==> src/rtl/ode_arith_pkg.sv <==
// Shared arithmetic definitions for the ODE-solver datapath (divider and recombiner).
package ode_arith_pkg;

    localparam int unsigned DEF_WIDTH = 16;

    typedef enum logic [1:0] {
        ST_IDLE = 2'b00,
        ST_RUN  = 2'b01,
        ST_DONE = 2'b10
    } state_e;

    // Sign-extend a DEF_WIDTH value to the 2*DEF_WIDTH+1 sum width.
    function automatic logic [2*DEF_WIDTH:0] sext(input logic [DEF_WIDTH-1:0] x);
        return {{(DEF_WIDTH+1){x[DEF_WIDTH-1]}}, x};
    endfunction

    // Magnitude with one extra bit so that |-2^(W-1)| is representable.
    function automatic logic [DEF_WIDTH:0] abs_ext(input logic [DEF_WIDTH-1:0] x);
        logic [DEF_WIDTH:0] e;
        e = {x[DEF_WIDTH-1], x};
        return x[DEF_WIDTH-1] ? -e : e;
    endfunction

endpackage

==> src/rtl/sign_mag.sv <==
// Combinational two's complement to sign-magnitude converter (WIDTH+1-bit magnitude).
module sign_mag #(
    parameter int unsigned WIDTH = 16
) (
    input  logic [WIDTH-1:0] value,
    output logic             sign_c,
    output logic [WIDTH:0]   mag_c
);

    logic [WIDTH:0] ext;

    always_comb begin
        ext    = {value[WIDTH-1], value};
        sign_c = value[WIDTH-1];
        mag_c  = sign_c ? -ext : ext;
    end

endmodule

==> src/rtl/mul_recombine.sv <==
// Sequential signed shift-add multiply-accumulate: Product = Quotient*Divisor,
// Dividend = Product + Remain (low WIDTH bits) with a signed overflow flag.
module mul_recombine
    import ode_arith_pkg::*;
#(
    parameter int unsigned WIDTH = DEF_WIDTH
) (
    input  logic                 clk,
    input  logic                 rst_n,
    input  logic                 start,
    input  logic [WIDTH-1:0]     Quotient,
    input  logic [WIDTH-1:0]     Divisor,
    input  logic [WIDTH-1:0]     Remain,
    output logic                 busy,
    output logic                 done,
    output logic [2*WIDTH-1:0]   Product,
    output logic [WIDTH-1:0]     Dividend,
    output logic                 ovf
);

    localparam int unsigned CW = $clog2(WIDTH + 1);
    localparam int unsigned SW = 2 * WIDTH + 1;

    state_e              state, state_n;
    logic [CW-1:0]       count, count_n;
    logic [SW-1:0]       sr, sr_n;
    logic [WIDTH:0]      mcand, mcand_n;
    logic                neg, neg_n;
    logic [WIDTH-1:0]    rem, rem_n;
    logic                busy_n, done_n, ovf_n;
    logic [2*WIDTH-1:0]  product_n;
    logic [WIDTH-1:0]    dividend_n;

    logic                q_sign, d_sign;
    logic [WIDTH:0]      q_mag, d_mag;
    logic [WIDTH:0]      acc_c;
    logic [2*WIDTH-1:0]  prod_c;
    logic [SW-1:0]       sum_c;
    logic                ovf_c;

    sign_mag #(.WIDTH(WIDTH)) u_q_sm (.value(Quotient), .sign_c(q_sign), .mag_c(q_mag));
    sign_mag #(.WIDTH(WIDTH)) u_d_sm (.value(Divisor),  .sign_c(d_sign), .mag_c(d_mag));

    // Datapath: conditional add into the upper field, signed result and representability.
    always_comb begin
        acc_c  = sr[0] ? (sr[SW-1:WIDTH] + mcand) : sr[SW-1:WIDTH];
        prod_c = neg ? -sr[2*WIDTH-1:0] : sr[2*WIDTH-1:0];
        sum_c  = {prod_c[2*WIDTH-1], prod_c} + {{(WIDTH+1){rem[WIDTH-1]}}, rem};
        ovf_c  = !((&sum_c[SW-1:WIDTH-1]) | ~(|sum_c[SW-1:WIDTH-1]));
    end

    // Next-state and next-register logic.
    always_comb begin
        state_n    = state;
        count_n    = count;
        sr_n       = sr;
        mcand_n    = mcand;
        neg_n      = neg;
        rem_n      = rem;
        product_n  = Product;
        dividend_n = Dividend;
        ovf_n      = ovf;
        case (state)
            ST_IDLE: begin
                if (start) begin
                    state_n = ST_RUN;
                    count_n = '0;
                    sr_n    = {WIDTH'(0), q_mag};
                    mcand_n = d_mag;
                    neg_n   = q_sign ^ d_sign;
                    rem_n   = Remain;
                end
            end
            ST_RUN: begin
                if (count == CW'(WIDTH)) begin
                    state_n    = ST_DONE;
                    product_n  = prod_c;
                    dividend_n = sum_c[WIDTH-1:0];
                    ovf_n      = ovf_c;
                end else begin
                    sr_n    = {acc_c, sr[WIDTH-1:0]} >> 1;
                    count_n = count + CW'(1);
                end
            end
            ST_DONE: state_n = ST_IDLE;
            default: state_n = ST_IDLE;
        endcase
        busy_n = (state_n != ST_IDLE);
        done_n = (state_n == ST_DONE);
    end

    always_ff @(posedge clk or negedge rst_n) begin
        if (!rst_n) begin
            state    <= ST_IDLE;
            count    <= '0;
            sr       <= '0;
            mcand    <= '0;
            neg      <= 1'b0;
            rem      <= '0;
            busy     <= 1'b0;
            done     <= 1'b0;
            Product  <= '0;
            Dividend <= '0;
            ovf      <= 1'b0;
        end else begin
            state    <= state_n;
            count    <= count_n;
            sr       <= sr_n;
            mcand    <= mcand_n;
            neg      <= neg_n;
            rem      <= rem_n;
            busy     <= busy_n;
            done     <= done_n;
            Product  <= product_n;
            Dividend <= dividend_n;
            ovf      <= ovf_n;
        end
    end

endmodule

==> config.mk <==
export PLATFORM = sky130hd
export DESIGN_NAME = mul_recombine
export DESIGN_NICKNAME = d
export VERILOG_FILES = /design/src/rtl/ode_arith_pkg.sv /design/src/rtl/sign_mag.sv /design/src/rtl/mul_recombine.sv
export SDC_FILE = /design/constraint.sdc
export NUM_CORES = 1
export LEC_CHECK = 0
export CELL_PAD_IN_SITES_DETAIL_PLACEMENT = 1
export CELL_PAD_IN_SITES_GLOBAL_PLACEMENT = 1
export CORE_ASPECT_RATIO = 0.7
export CORE_MARGIN = 1.5
export CORE_UTILIZATION = 43
export CTS_CLUSTER_SIZE = 20
export DETAILED_ROUTE_END_ITERATION = 6
export GPL_TIMING_DRIVEN = 0
export PLACE_DENSITY_LB_ADDON = 0.1
export SLEW_MARGIN = 20
export SYNTH_ARGS = -nofsm -noshare
export SYNTH_HDL_FRONTEND = slang
export SYNTH_SLANG_ARGS = --single-unit
==> constraint.sdc <==
create_clock -name clk -period 6.1 [get_ports clk]
set_input_delay 0.915 -clock clk [delete_from_list [all_inputs] [get_ports clk]]
set_output_delay 0.915 -clock clk [all_outputs]
set_load 0.05 [all_outputs]
# Word level (Yosys, flattened, before mapping)
# Index checks and enable logic that the tools add are counted.
totals:
  out_inout_bits: 51
  ff_bits: 125
  input_bits: 51
classes:
  muxes: 13
  bitwise_logic: 3
  eq_ne: 5
  reduce_logical: 9
  add_sub_neg: 6
ops:
  columns: ["cell", "count"]
  rows:
  - ["$mux 33", 2]
  - ["$pmux 33 s2", 1]
  - ["$mux 17", 3]
  - ["$neg 17->17", 2]
  - ["$add 32x16->33", 1]
  - ["$mux 32", 1]
  - ["$neg 32->32", 1]
  - ["$reduce_and 18->1", 1]
  - ["$reduce_or 18->1", 1]
  - ["$add 17x17->17", 1]
  - ["$mux 5", 2]
  - ["$pmux 5 s2", 1]
  - ["$add 5x1->5 const B", 1]
  - ["$eq 5x5->1 const B", 1]
  - ["$mux 2", 2]
  - ["$ne 2x2->1 const B", 2]
  - ["$pmux 2 s2", 1]
  - ["$reduce_and 2->1", 2]
  - ["$reduce_bool 2->1", 2]
  - ["$reduce_and 3->1", 1]
  - ["$eq 2x1->1 const B", 1]
  - ["$eq 2x2->1 const B", 1]
  - ["$logic_not 2->1", 1]
  - ["$logic_not 1->1", 1]
  - ["other kinds (3)", 3]

# Logic depth before layout (Yosys ltp)
logic_depth:
  word_depth: 7
  ltp_mapped: 21
  mapped_depth_nobuf: 19

# Modules after synthesis
# A second synthesis with hierarchy kept.
unflattened:
  cells_unflattened: 1081
  area_unflattened_um2: 8899.8
by_module_without_submodules:
  columns: ["mod", "n_inst", "area_each_um2", "cells_per_inst"]
  rows:
  - ["mul_recombine", 1, 8181.6, 985]
  - ["sign_mag", 2, 359.1, 48]

# Worst setup path before layout
# Ideal clock, no wire load.
synth_path:
  path_kind: "register to register"
  startpoint: "register sr[0]"
  endpoint: "register ovf"
  stages_incl_launch_ff: 22
  t_arrival_ns: 5.023
  setup_time_ns: 0.124
  setup_slack_ns: 0.953
  n_path_buf: 2
  synth_period_minus_slack_ns: 5.147
  path_cell_list: "dfrtp_1 > clkbuf_1 > inv_1 > clkbuf_1 > ha_1 > nand3_1 > or4_4 > or4_4 > o21ai_2 > nand2_1 > xor2_1 > ha_1 > and2_1 > a221oi_1 > o21bai_1 > a21o_1 > a21o_1 > a21oi_1 > xnor2_1 > nand4_1 > or4_1 > o31a_1"
synth_between:
  elab_chain_cells: 7
  elab_cells_between_ends: 8
synth_lines:
  columns: ["element", "line_no", "rtl"]
  rows:
  - ["start, declared", "mul_recombine.sv:26", "logic [SW-1:0] sr, sr_n;"]
  - ["start signal, assigned", "mul_recombine.sv:108", "sr <= sr_n;"]
  - ["$neg 32->32 *", "mul_recombine.sv:47", "prod_c = neg ? -sr[2*WIDTH-1:0] : sr[2*WIDTH-1:0];"]
  - ["$mux 32 *", "mul_recombine.sv:47", null]
  - ["net prod_c[26]", "mul_recombine.sv:37", "logic [2*WIDTH-1:0] prod_c;"]
  - ["$add 32x16->33 *", "mul_recombine.sv:48", "sum_c = {prod_c[2*WIDTH-1], prod_c} + {{(WIDTH+1){rem[WIDTH-1]}}, rem};"]
  - ["$reduce_or 18->1", "mul_recombine.sv:49", "ovf_c = !((&sum_c[SW-1:WIDTH-1]) | ~(|sum_c[SW-1:WIDTH-1]));"]
  - ["$not 1->1", "mul_recombine.sv:49", null]
  - ["$or 1x1->1 *", "mul_recombine.sv:49", null]
  - ["$logic_not 1->1 *", "mul_recombine.sv:49", null]
  - ["end signal, assigned", "mul_recombine.sv:116", "ovf <= ovf_n;"]
  - ["end, declared", "mul_recombine.sv:18", "output logic ovf"]
# Mark *: on every way through the listed nets, which the timed path passes. The rest lies on a longest branch.
# A chain may end at the register's enable or synchronous reset.

# Final worst setup path
# Same ends and word-level chain as after synthesis.

==> impl_metrics.tcl <==
set metrics [dict create \
    num_antenna_cells 0 \
    syn_to_final_growth_pct 23.3 \
    cp_cell_sequence "clkbuf_1 > clkinvlp_4 > ha_1 > nand3_1 > or4_4 > or4_4 > o21ai_2 > nand2_1 > xor2_1 > ha_1 > and2_1 > a221oi_2 > o21bai_1 > a21o_1 > a21o_1 > a21oi_1 > xnor2_1 > nand4_1 > or4_1 > o31a_1" \
    synth_fp_nets 1103 \
    crit_slowest_cell "or4_1" \
    cts_sinks 124 \
    clock_path_buffers 2 \
    gr-total-overflow 0 \
    finalNonFillerCells 1396 \
    wl_per_cell_um 19.6 \
    drive_above_1_share_pct 5.92 \
    slew_headroom_pct 41.1 \
    die_h_um 120 \
    die-area_sq_mm 0.0205 \
    ant_nets 0 \
    synth_edf_count 0 \
    ys_top_cells_by_area "dfrtp_1 (37%), nand2_1 (11%), ha_1 (8.0%)" \
    path_max_fanout 8 \
    layout_common_cells "nand2_1 (240), dfrtp_1 (124), clkdlybuf4s50_1 (100)" \
    wl_um 27300 \
    syn_inst 996 \
    num-fill-cells 2302 \
    synth_area_sq_mm 0.00844 \
    status "finished, final reports clean" \
    skew_ns 0.00874 \
    setup_viol 0 \
    hp-class "input pin to asynchronous set/reset pin" \
    numCtsBuffers 17 \
    slew_violations 0 \
    final_hold_viol_count 0 \
    port_buffers 101 \
    synth_ff_type "dfrtp_1" \
    boundaryPins 102 \
    timing.max_cap.violations 0 \
    utilization_pct 54.5 \
    grt_usage_pct 28.2 \
    synth_top_area_share_pct 36.8 \
    arrival_ns 6.08 \
    final_nets 1226 \
    grt_max_degree 94 \
    period_needed_ns 5.78 \
    dieWidth_um 170 \
    path_buf_inv 2 \
    clk_pin_slew_ns 0.06 \
    syn_area_per_cell_sq_um 8.47 \
    tightest_slew_ns 0.884 \
    final_common_cell "nand2_1" \
    fin_crit_sh_pct 94.7 \
    start_util_pct 44.2 \
    htree_levels 4 \
    ys_seq_area_share_pct 36.8 \
    multi_input_comb_area_sq_mm 0.00510 \
    seq_area_sq_mm 0.00310 \
    path_class "flip-flop to flip-flop" \
    synthArstFlopShare_pct 100 \
    critPathLaunchType "flip-flop" \
    path_delay_family "simple AND/OR/NAND/NOR gates" \
    yosys_warnings 0 \
    finalSetupTns_ns 0 \
    cp-end-kind "flip-flop" \
    required_ns 6.40 \
    place.detailed.hpwl_um 21300 \
    whs_ns 0.339 \
    viasPerCell 5.67 \
    cts_root_buf "clkbuf_16" \
    rsz0062_at_grt "false" \
    fmax_ghz 0.173 \
    slowest_delay_ns 0.55 \
    dp.cells 1362 \
    num_rows 42 \
    ys_ff_latch 124 \
    core_area_sq_mm 0.0191 \
    gp_congestion 0.904 \
    grt_pass1_wl_um 44000 \
    drt-initial-drc-count 552 \
    insertion_delay_ns 0.43 \
    cts_tree "done" \
    yosysTopAreaCell "dfrtp_1" \
    vias 7909 \
    drc_errors 0 \
    grt_pass1_vias 7945 \
    dr.pass1.iters 5 \
    antenna_found_initial 0 \
    ys_types 68 \
]
[state kept, by name (all words and copies together) (netlist names)]
signal / count
mcand: 17
sr: 32
rem: 16
ovf: 1
busy: 1
Dividend: 16
Product: 32
state: 2
done: 1
neg: 1
count: 5
[cell type report]
class,instances,share of cell area [%]
well taps,264,3.18
multi-input cells,808,49.0
clock buffers,18,4.22
flip-flops and latches,124,29.8
clock inverters,14,1.18
inverters,27,1.01
plain buffers,36,1.31
repair buffers,105,10.2
[timing repair]
item / in CTS / in global routing
resized for setup: 0 / 2
endpoints found under the hold margin: 0 / 0
hold buffers: 0 / 0
setup endpoints to repair: 1 / 1
buffers inserted: 0 / 3
[per-stage QoR]
step           worst slack (ns)  cell area (sq um)
2_1_floorplan             0.953               8440
3_3_place_gp              -1.06               9780
3_5_place_dp            -0.0753               9810
4_1_cts                   0.104              10400
5_1_grt                  0.0557              10400
6_report                  0.321              10400
[worst register-to-register path: stages (launching register included)]
cell,delay (ns)
dfrtp_1,0.40
clkbuf_1,0.28
clkinvlp_4,0.28
ha_1,0.30
nand3_1,0.28
or4_4,0.53
or4_4,0.46
o21ai_2,0.21
nand2_1,0.09
xor2_1,0.22
ha_1,0.32
and2_1,0.19
a221oi_2,0.30
o21bai_1,0.13
a21o_1,0.20
a21o_1,0.18
a21oi_1,0.23
xnor2_1,0.16
nand4_1,0.10
or4_1,0.55
o31a_1,0.26
[synth_stat cells (all sizes together) (6+ instances only)]
library cell and n:
a22oi 13, o41ai 8, inv 27, nand2b 10
xor2 46, a21o 24, nor2b 12, dfrtp 124
nand4 10, buf 6, nor4 8, mux2i 13
a21oi 39, nor3 13, nand3 20, clkbuf 31
o21ai 92, xnor2 50, nand2 240, ha 54
o31ai 18, or4 6, nor2 49, or3 10
[path summary, 6_finish.rpt]
path / slack [ns] / start / endpoint / cells past startpoint
max: 0.32 / sr[0] / ovf / 20
min: 0.34 / rst_n / Product[15] / 1
max reg2reg: 0.32 / sr[0] / ovf / 20
min reg2reg: 0.47 / Product[31] / Product[31] / 2
max in group asynchronous: 5.01 / rst_n / mcand[4] / 2
min in group clk: 0.47 / Product[31] / Product[31] / 2
[cells by family after synthesis]
family / Yosys count / synth area share (%)
xor+xnor: 96 / 10.1
mux: 16 / 1.94
simple gates: 399 / 21.0
buf+inv: 64 / 2.86
flops: 124 / 36.8
compound gates: 241 / 18.9
fa+ha+maj: 56 / 8.48
[per-layer routing]
metal  up-vias  track usage (%)  part of all wire (%)
met4         0             4.87                  0.91
met1      3952             43.1                    52
li1       3752                -                     -
met5         -                0                     0
met2       187             42.0                    43
met3        18             4.71                   4.1
Power is left out: the tool's default activity adds up to more than one toggle a clock period on the data nets, which glitch-free logic cannot reach.
